## src/rtl/stage_reg_mc.sv

```systemverilog
// Parametrised pipeline stage register with multi-cycle context loop-back, bubble retention and stall-protocol checking.
// Optional occupancy counters are enabled by defining STAGE_PERF_EN.
module stage_reg_mc #(
    parameter int unsigned       DATA_W      = 146,
    parameter int unsigned       CTX_W       = 64,
    parameter int unsigned       CNT_W       = 2,
    parameter int unsigned       STALL_W     = 6,
    parameter int unsigned       STAGE       = 3,
    parameter logic [DATA_W-1:0] NOP_PAYLOAD = {DATA_W{1'b0}},
    parameter logic [DATA_W-1:0] KEEP_MASK   = {DATA_W{1'b0}}
) (
    input  logic                clk,
    input  logic                rst_n,
    input  logic                clr,
    input  logic [STALL_W-1:0]  stall,
    input  logic                in_valid,
    input  logic [DATA_W-1:0]   in_payload,
    input  logic [CTX_W-1:0]    ctx_i,
    input  logic [CNT_W-1:0]    cnt_i,
    output logic                out_valid,
    output logic [DATA_W-1:0]   out_payload,
    output logic [CTX_W-1:0]    ctx_o,
    output logic [CNT_W-1:0]    cnt_o,
    output logic                err_o,
    output logic [31:0]         bubble_cnt,
    output logic [31:0]         hold_cnt
);

    localparam int unsigned US_IDX = STAGE;
    localparam int unsigned DS_IDX = STAGE + 32'd1;

    generate
        if (int'(STAGE) > int'(STALL_W) - 2) begin : g_stage_range_err
            $error("stage_reg_mc: STAGE must lie in 0..STALL_W-2");
        end
    endgenerate

    typedef enum logic [2:0] {
        MODE_FLUSH   = 3'd0,
        MODE_BUBBLE  = 3'd1,
        MODE_ADVANCE = 3'd2,
        MODE_HOLD    = 3'd3,
        MODE_ILLEGAL = 3'd4
    } mode_e;

    mode_e               mode_s;
    logic                us_s;
    logic                ds_s;
    logic [DATA_W-1:0]   bubble_payload_s;
    logic                stall_unused_s;

    logic                valid_r;
    logic [DATA_W-1:0]   payload_r;
    logic [CTX_W-1:0]    ctx_r;
    logic [CNT_W-1:0]    cnt_r;
    logic                err_r;

    assign stall_unused_s = ^stall;

    // Decode the upstream/downstream stall pair into one update mode; flush has top priority.
    always_comb begin
        us_s             = stall[US_IDX];
        ds_s             = stall[DS_IDX];
        bubble_payload_s = (NOP_PAYLOAD & ~KEEP_MASK) | (payload_r & KEEP_MASK);
        if (clr) begin
            mode_s = MODE_FLUSH;
        end else if (us_s && !ds_s) begin
            mode_s = MODE_BUBBLE;
        end else if (!us_s && !ds_s) begin
            mode_s = MODE_ADVANCE;
        end else if (us_s && ds_s) begin
            mode_s = MODE_HOLD;
        end else begin
            mode_s = MODE_ILLEGAL;
        end
    end

    // Stage register: payload/valid toward S+1 and context looped back to S while S is stalled.
    always_ff @(posedge clk or negedge rst_n) begin
        if (!rst_n) begin
            valid_r   <= 1'b0;
            payload_r <= NOP_PAYLOAD;
            ctx_r     <= {CTX_W{1'b0}};
            cnt_r     <= {CNT_W{1'b0}};
            err_r     <= 1'b0;
        end else begin
            case (mode_s)
                MODE_FLUSH: begin
                    valid_r   <= 1'b0;
                    payload_r <= NOP_PAYLOAD;
                    ctx_r     <= {CTX_W{1'b0}};
                    cnt_r     <= {CNT_W{1'b0}};
                end
                MODE_BUBBLE: begin
                    valid_r   <= 1'b0;
                    payload_r <= bubble_payload_s;
                    ctx_r     <= ctx_i;
                    cnt_r     <= cnt_i;
                end
                MODE_ADVANCE: begin
                    valid_r   <= in_valid;
                    payload_r <= in_payload;
                    ctx_r     <= {CTX_W{1'b0}};
                    cnt_r     <= {CNT_W{1'b0}};
                end
                MODE_HOLD: begin
                    ctx_r <= ctx_i;
                    cnt_r <= cnt_i;
                end
                MODE_ILLEGAL: begin
                    ctx_r <= ctx_i;
                    cnt_r <= cnt_i;
                    err_r <= 1'b1;
                end
                default: begin
                    valid_r   <= valid_r;
                    payload_r <= payload_r;
                end
            endcase
        end
    end

    assign out_valid   = valid_r;
    assign out_payload = payload_r;
    assign ctx_o       = ctx_r;
    assign cnt_o       = cnt_r;
    assign err_o       = err_r;

`ifdef STAGE_PERF_EN
    logic [31:0] bubble_cnt_r;
    logic [31:0] hold_cnt_r;

    // Occupancy counters; only rst_n clears them, they wrap naturally.
    always_ff @(posedge clk or negedge rst_n) begin
        if (!rst_n) begin
            bubble_cnt_r <= 32'd0;
            hold_cnt_r   <= 32'd0;
        end else begin
            if (mode_s == MODE_BUBBLE) begin
                bubble_cnt_r <= bubble_cnt_r + 32'd1;
            end else begin
                bubble_cnt_r <= bubble_cnt_r;
            end
            if ((mode_s == MODE_HOLD) || (mode_s == MODE_ILLEGAL)) begin
                hold_cnt_r <= hold_cnt_r + 32'd1;
            end else begin
                hold_cnt_r <= hold_cnt_r;
            end
        end
    end

    assign bubble_cnt = bubble_cnt_r;
    assign hold_cnt   = hold_cnt_r;
`else
    assign bubble_cnt = 32'd0;
    assign hold_cnt   = 32'd0;
`endif

endmodule

```

## config.mk

```make
export PLATFORM = sky130hd
export DESIGN_NAME = stage_reg_mc
export DESIGN_NICKNAME = d
export VERILOG_FILES = /design/src/rtl/stage_reg_mc.sv
export SDC_FILE = /design/constraint.sdc
export NUM_CORES = 1
export LEC_CHECK = 0
export CAP_MARGIN = 20
export CORE_AREA = 2 2 193 195
export CTS_BUF_LIST = sky130_fd_sc_hd__clkbuf_8
export DETAILED_ROUTE_END_ITERATION = 8
export DIE_AREA = 0 0 195 197
export SLEW_MARGIN = 10
export SYNTH_ARGS = -nofsm -noshare
export SYNTH_HDL_FRONTEND = slang
export SYNTH_SLANG_ARGS = --single-unit
```

## constraint.sdc

```tcl
create_clock -name clk -period 0.98 [get_ports clk]
set_clock_uncertainty 0.1 [all_clocks]
set_input_delay 0.147 -clock clk [delete_from_list [all_inputs] [get_ports clk]]
set_output_delay 0.147 -clock clk [all_outputs]
set_load 0.005 [all_outputs]
```

* Yosys cells after proc, flatten, opt, wreduce, memory -nomap -nowiden *
Cells that the tools add are included.

word-level totals
  bits of input ports = 222
  output and inout bits = 278
  word-level logic and storage cells = 28
  register bits after elaboration = 214

cells by class
  multiplexer cells = 8
  reductions and logical operators = 11
  equal/unequal tests = 4

operator list
  kind                                           count
  case mux 146 bit (2 select lines)              1
  case mux 64 bit (2 select lines)               1
  two-way mux 3 bit                              4
  == test 3 x 2 -> 1 bit, second input constant  2
  case mux 2 bit (2 select lines)                1
  nonzero test 2 bit                             2
  OR reduction 2 bit                             2
  == test 3 x 1 -> 1 bit, second input constant  1
  == test 3 bit, second input constant           1
  logical AND 1 bit                              3
  logical NOT 3 bit                              1
  OR reduction 3 bit                             1
  logical NOT 1 bit                              2
  case mux 1 bit (2 select lines)                1

* Depth between registers and ports, before layout *
Gate-level depths: netlist of run 1.

  depth in word-level cells = 8
  depth in mapped cells = 7

* Worst setup path before layout of run 1 *
No wires, ideal clock.

  path kind = input to register
  start = input stall[3]
  end = register ctx_r[23] (netlist: ctx_o[23])
  stages = 7
  arrival time = 1.437 ns
  required time = 0.815 ns
  path buffers = 2
  setup slack = -0.622 ns
  setup time = 0.065 ns
  cell sequence = inv_1 > ha_1 > nand2b_1 > a221oi_2 > buf_2 > buf_4 > a22o_1

between the ends
  longest elaborated chain between the ends = 8
  elaborated cells on any way between the ends = 17
  classes of those cells = eq/ne (4); mux (5); reduce/logical (8)

ends and longest elaborated chain
  what                                                                       RTL line  RTL
  start, declared                                                            15        input logic [STALL_W-1:0] stall,
  logical AND 1 bit or logical NOT 1 bit (tied branches)                     71, 69
  two-way mux 3 bit or logical AND 1 bit (tied branches)                     71, 69
  two-way mux 3 bit                                                          69        end else if (!us_s && !ds_s) begin
  two-way mux 3 bit (*)                                                      67        end else if (us_s && !ds_s) begin
  two-way mux 3 bit (*)                                                      65        if (clr) begin
  == test 3 bit (tied with other cells)                                      87        case (mode_s)
  OR reduction 3 bit (no source line) or OR reduction 2 bit (tied branches)  n/a
  case mux 64 bit (2 select lines) or nonzero test 2 bit (tied branches)     n/a
  end signal, assigned                                                       83        ctx_r <= {CTX_W{1'b0}};
  end signal, assigned                                                       91        ctx_r <= {CTX_W{1'b0}};
  end signal, assigned                                                       97        ctx_r <= ctx_i;
  end, declared                                                              54        logic [CTX_W-1:0] ctx_r;

Every way passes the cells marked *; elsewhere a longest branch is shown, timed or not.
A chain may end at the register's enable or synchronous reset.

* Worst setup path after layout of run 1 *
  start = register payload_r[118] (netlist: out_payload[118])
  end = output out_payload[118]

RTL lines
  what                    RTL line  RTL
  start, declared         53        logic [DATA_W-1:0] payload_r;
  start signal, assigned  96        payload_r <= bubble_payload_s;
  start signal, assigned  102       payload_r <= in_payload;
  start signal, assigned  117       payload_r <= payload_r;
  end, declared           21        output logic [DATA_W-1:0] out_payload,

No word-level cell between the ends.

==> results.sh, run 1 <==
export IMPL_synth_top_area_cell="dfrtp_1"
export IMPL_design_area_um2=15800
export IMPL_route_detailed_vias_per_inst=4.36
export IMPL_clock_latency_ns=0.55
export IMPL_critical_path_slowest_cell="dfrtp_1"
export IMPL_htreeDepth=2
export IMPL_syn_to_final_growth_pct=96.9
export IMPL_start_util=0.222
export IMPL_setup_viol=428
export IMPL_finalWorstSetupSlack_ns=-0.369
export IMPL_hold_viol=0
export IMPL_status="complete, but fails checks"
export IMPL_fin_crit_sh=1.38
export IMPL_clkSlewWorstSetupHoldPaths_ns=0.06
export IMPL_leakage_nw=8.27
export IMPL_syn_inst=554
export IMPL_synth_seq_cells=214
export IMPL_yosysUniqueCellTypes=17
export IMPL_place_congestion=0.740
export IMPL_die_w_um=195
export IMPL_critPathKind="register to output pin"
export IMPL_synth_top_family_by_area="compound AO/OA/AOI/OAI gates"
export IMPL_slew_violations=0
export IMPL_grt_pass1_vias=7875
export IMPL_reg2reg_from="out_payload[76]"
export IMPL_cp_cell_sequence="buf_2"
export IMPL_r2r_end="out_payload[76]"
export IMPL_setup_worst_path_start_class="register"
export IMPL_ys_seq_area_frac=0.666
export IMPL_synth_compound_area_frac=0.236
export IMPL_vias=7697
export IMPL_grt_max_degree=37
export IMPL_yosys_area_share_adder=0.00311
export IMPL_reg2reg_depth=4
export IMPL_synth_mux_area_frac=0.00125
export IMPL_synth_xor_area_frac=0
export IMPL_wire_per_inst_um=19.0
export IMPL_drt_first_pass_iters=4
export IMPL_power_density_nw_per_um2=1490
export IMPL_die_h_um=197
export IMPL_nets=1494
export IMPL_diodes=0
export IMPL_worstPathArrival_ns=1.10
export IMPL_cp_top_family="flip-flops"
export IMPL_synth_edf_count=0
export IMPL_synth_most_common_cell="dfrtp_1"
export IMPL_ir_worst_vdd_v=0.000909
export IMPL_cts_buffer_depth=3
export IMPL_dp_hpwl_mm=19.5
export IMPL_critical_path_n_buffers_inverters=1
export IMPL_cts_sinks=214
export IMPL_maxCapViolCount=0
export IMPL_synthSimpleGateAreaFrac=0.00451
export IMPL_holdWs_ns=0.0338
export IMPL_synth_ff_type="dfrtp_1"
export IMPL_core_area_um2=36300
export IMPL_critical_path_required_ns=0.73
export IMPL_clockRootBuffer="clkbuf_8"
export IMPL_row_count=70
export IMPL_critPathMaxFanout=2
export IMPL_synth_top_area_share=0.666
export IMPL_violations="negative setup slack"
export IMPL_portBuffers=431
export IMPL_syn_avg_cell_area_um2=14.5
export IMPL_first_iter_violations=238
export IMPL_max_stage_delay_ns=0.40
export IMPL_ioPinCount=500
export IMPL_clock_fmax_mhz=741
export IMPL_tritoncts="yes"
export IMPL_synth_warnings=0
export IMPL_grt_remaining_overflow=0
export IMPL_track_usage=0.158
export IMPL_rsz0062_at_grt="yes"
export IMPL_drcViolationCount=0
export IMPL_drtAntennaViolNets=0
export IMPL_drt_wl_total_mm=33.6
export IMPL_async_reset_ff_frac=1.00
export IMPL_hold_path_class="input pin to asynchronous set/reset pin"
export IMPL_place_area_um2=13600
export IMPL_syn_area_um2=8040
export IMPL_grt_pass1_wl_mm=46.9
export IMPL_die_area_um2=38400
export IMPL_post_route_min_period_ns=1.35
export IMPL_antenna_found_initial=0
export IMPL_cts_buffers=41
export IMPL_synth_common_cells="dfrtp_1 (214), a22o_1 (213), buf_4 (68)"
export IMPL_synthTopCellsByArea="dfrtp_1 (67%), a22o_1 (23%), buf_4 (6.4%)"
export IMPL_ff2ff_setup_slack_ns=-0.17
export IMPL_final_layout_size_suffix_gt1_frac=0.442
export IMPL_cp_end_kind="output pin"
cells by family (layout without fill, tap and decap cells):
family | Yosys count | count (layout)
AOI/OAI and AO/OA | 216 | 216
DFF | 214 | 214
muxes | 1 | 1
buffers and inverters | 113 | 795
other | 1 | 64
adders and majority gates | 2 | 2
and+or+nand+nor | 7 | 7
how the worst max path moves through the flow:
| stage | from | endpoint | slack, ns | cells past startpoint |
|---|---|---|---|---|
| floorplan | stall[3] | out_payload[100] | -0.45 | 7 |
| global placement | stall[3] | out_payload[54] | -1.23 | 8 |
| detailed placement | stall[3] | out_payload[10] | -1.25 | 9 |
| CTS | out_payload[118] | out_payload[118] | -0.44 | 1 |
| global route | out_payload[118] | out_payload[118] | -0.44 | 1 |
| finish | out_payload[118] | out_payload[118] | -0.37 | 1 |
through the flow:
step	power [W]	setup TNS (ns)	setup slack (ns)	util	instances
finish	0.0236	-127.65	-0.369	0.437	1767
global route	0.0247	-139.65	-0.442	0.437	1767
CTS	0.0234	-119.48	-0.439	0.410	1685
detailed placement	0.0133	-282.15	-1.25	0.375	1511
global placement	0.0133	-281.42	-1.23	0.375	1511
floorplan	0.0108	-89.44	-0.447	-	617
placed cells by master, fill, tap and decap left out, drive strengths merged:
cell type and instances:
o21a 1, dlygate4sd3 4, nor2 2, clkbuf 70, inv 15, dlygate4sd2 1
conb 64, a221oi 1, a22o 213, nor2b 1, dfrtp 214, clkdlybuf4s50 213
clkinvlp 1, clkinv 3, mux2i 1, ha 2, nor3 2, bufinv 2
o31ai 1, buf 486, nand2b 2
flip-flops by register name, summed over array words and instances, names as in the netlist:
| name | cells |
|---|---|
| ctx_o | 64 |
| err_o | 1 |
| out_valid | 1 |
| cnt_o | 2 |
| out_payload | 146 |
routing by layer:
layer	vias to the layer above	GRT usage	wire length [um]
met5	-	0	0
met4	0	0.0696	1180
met3	70	0.0445	2410
met2	404	0.269	16500
met1	3809	0.187	13500
li1	3414	-	-
power breakdown:
| group | total, W | switching (W) | leakage [nW] | internal [W] |
|---|---|---|---|---|
| clock network | 0.00943 | 0.00395 | 0.492 | 0.00548 |
| registers | 0.00955 | 0.000253 | 2.91 | 0.00930 |
| logic | 0.00467 | 0.00171 | 4.88 | 0.00295 |
| total | 0.0236 | 0.00591 | 8.27 | 0.0177 |
timing repair:
item,in CTS,in global routing
resized for setup,908,41
gates cloned,23,20
endpoints found under the setup margin,428,428
hold buffers,3,1
pin swaps,12,31
buffers inserted,77,72
endpoints found under the hold margin,215,1
worst reg2reg max path: cells and delay by family, from the launching register on:
family / cells / cell delay [ns]
AO/OA/AOI/OAI: 1 / 0.19
buffers and inverters: 3 / 0.37
flip-flops: 1 / 0.38
layout make-up:
cell class	count	area, um^2
inverters	3	13.8
repair buffers	720	6700
well taps	468	586
clock buffers	54	743
fillers	3374	20400
flip-flops and latches	214	5360
clock inverters	18	144
multi-input cells	290	2290
(Power assumes the default switching activity.)
==> inputs of run 2 (changes only) <==
--- a/config.mk
+++ b/config.mk
@@ -8,6 +8,7 @@
 export CAP_MARGIN = 20
 export CORE_AREA = 2 2 193 195
 export CTS_BUF_LIST = sky130_fd_sc_hd__clkbuf_8
+export CTS_CLUSTER_DIAMETER = 120
 export DETAILED_ROUTE_END_ITERATION = 8
 export DIE_AREA = 0 0 195 197
 export SLEW_MARGIN = 10
==> results of run 2 <==
The final DEF is identical to that of run 1; final timing and power are the same.
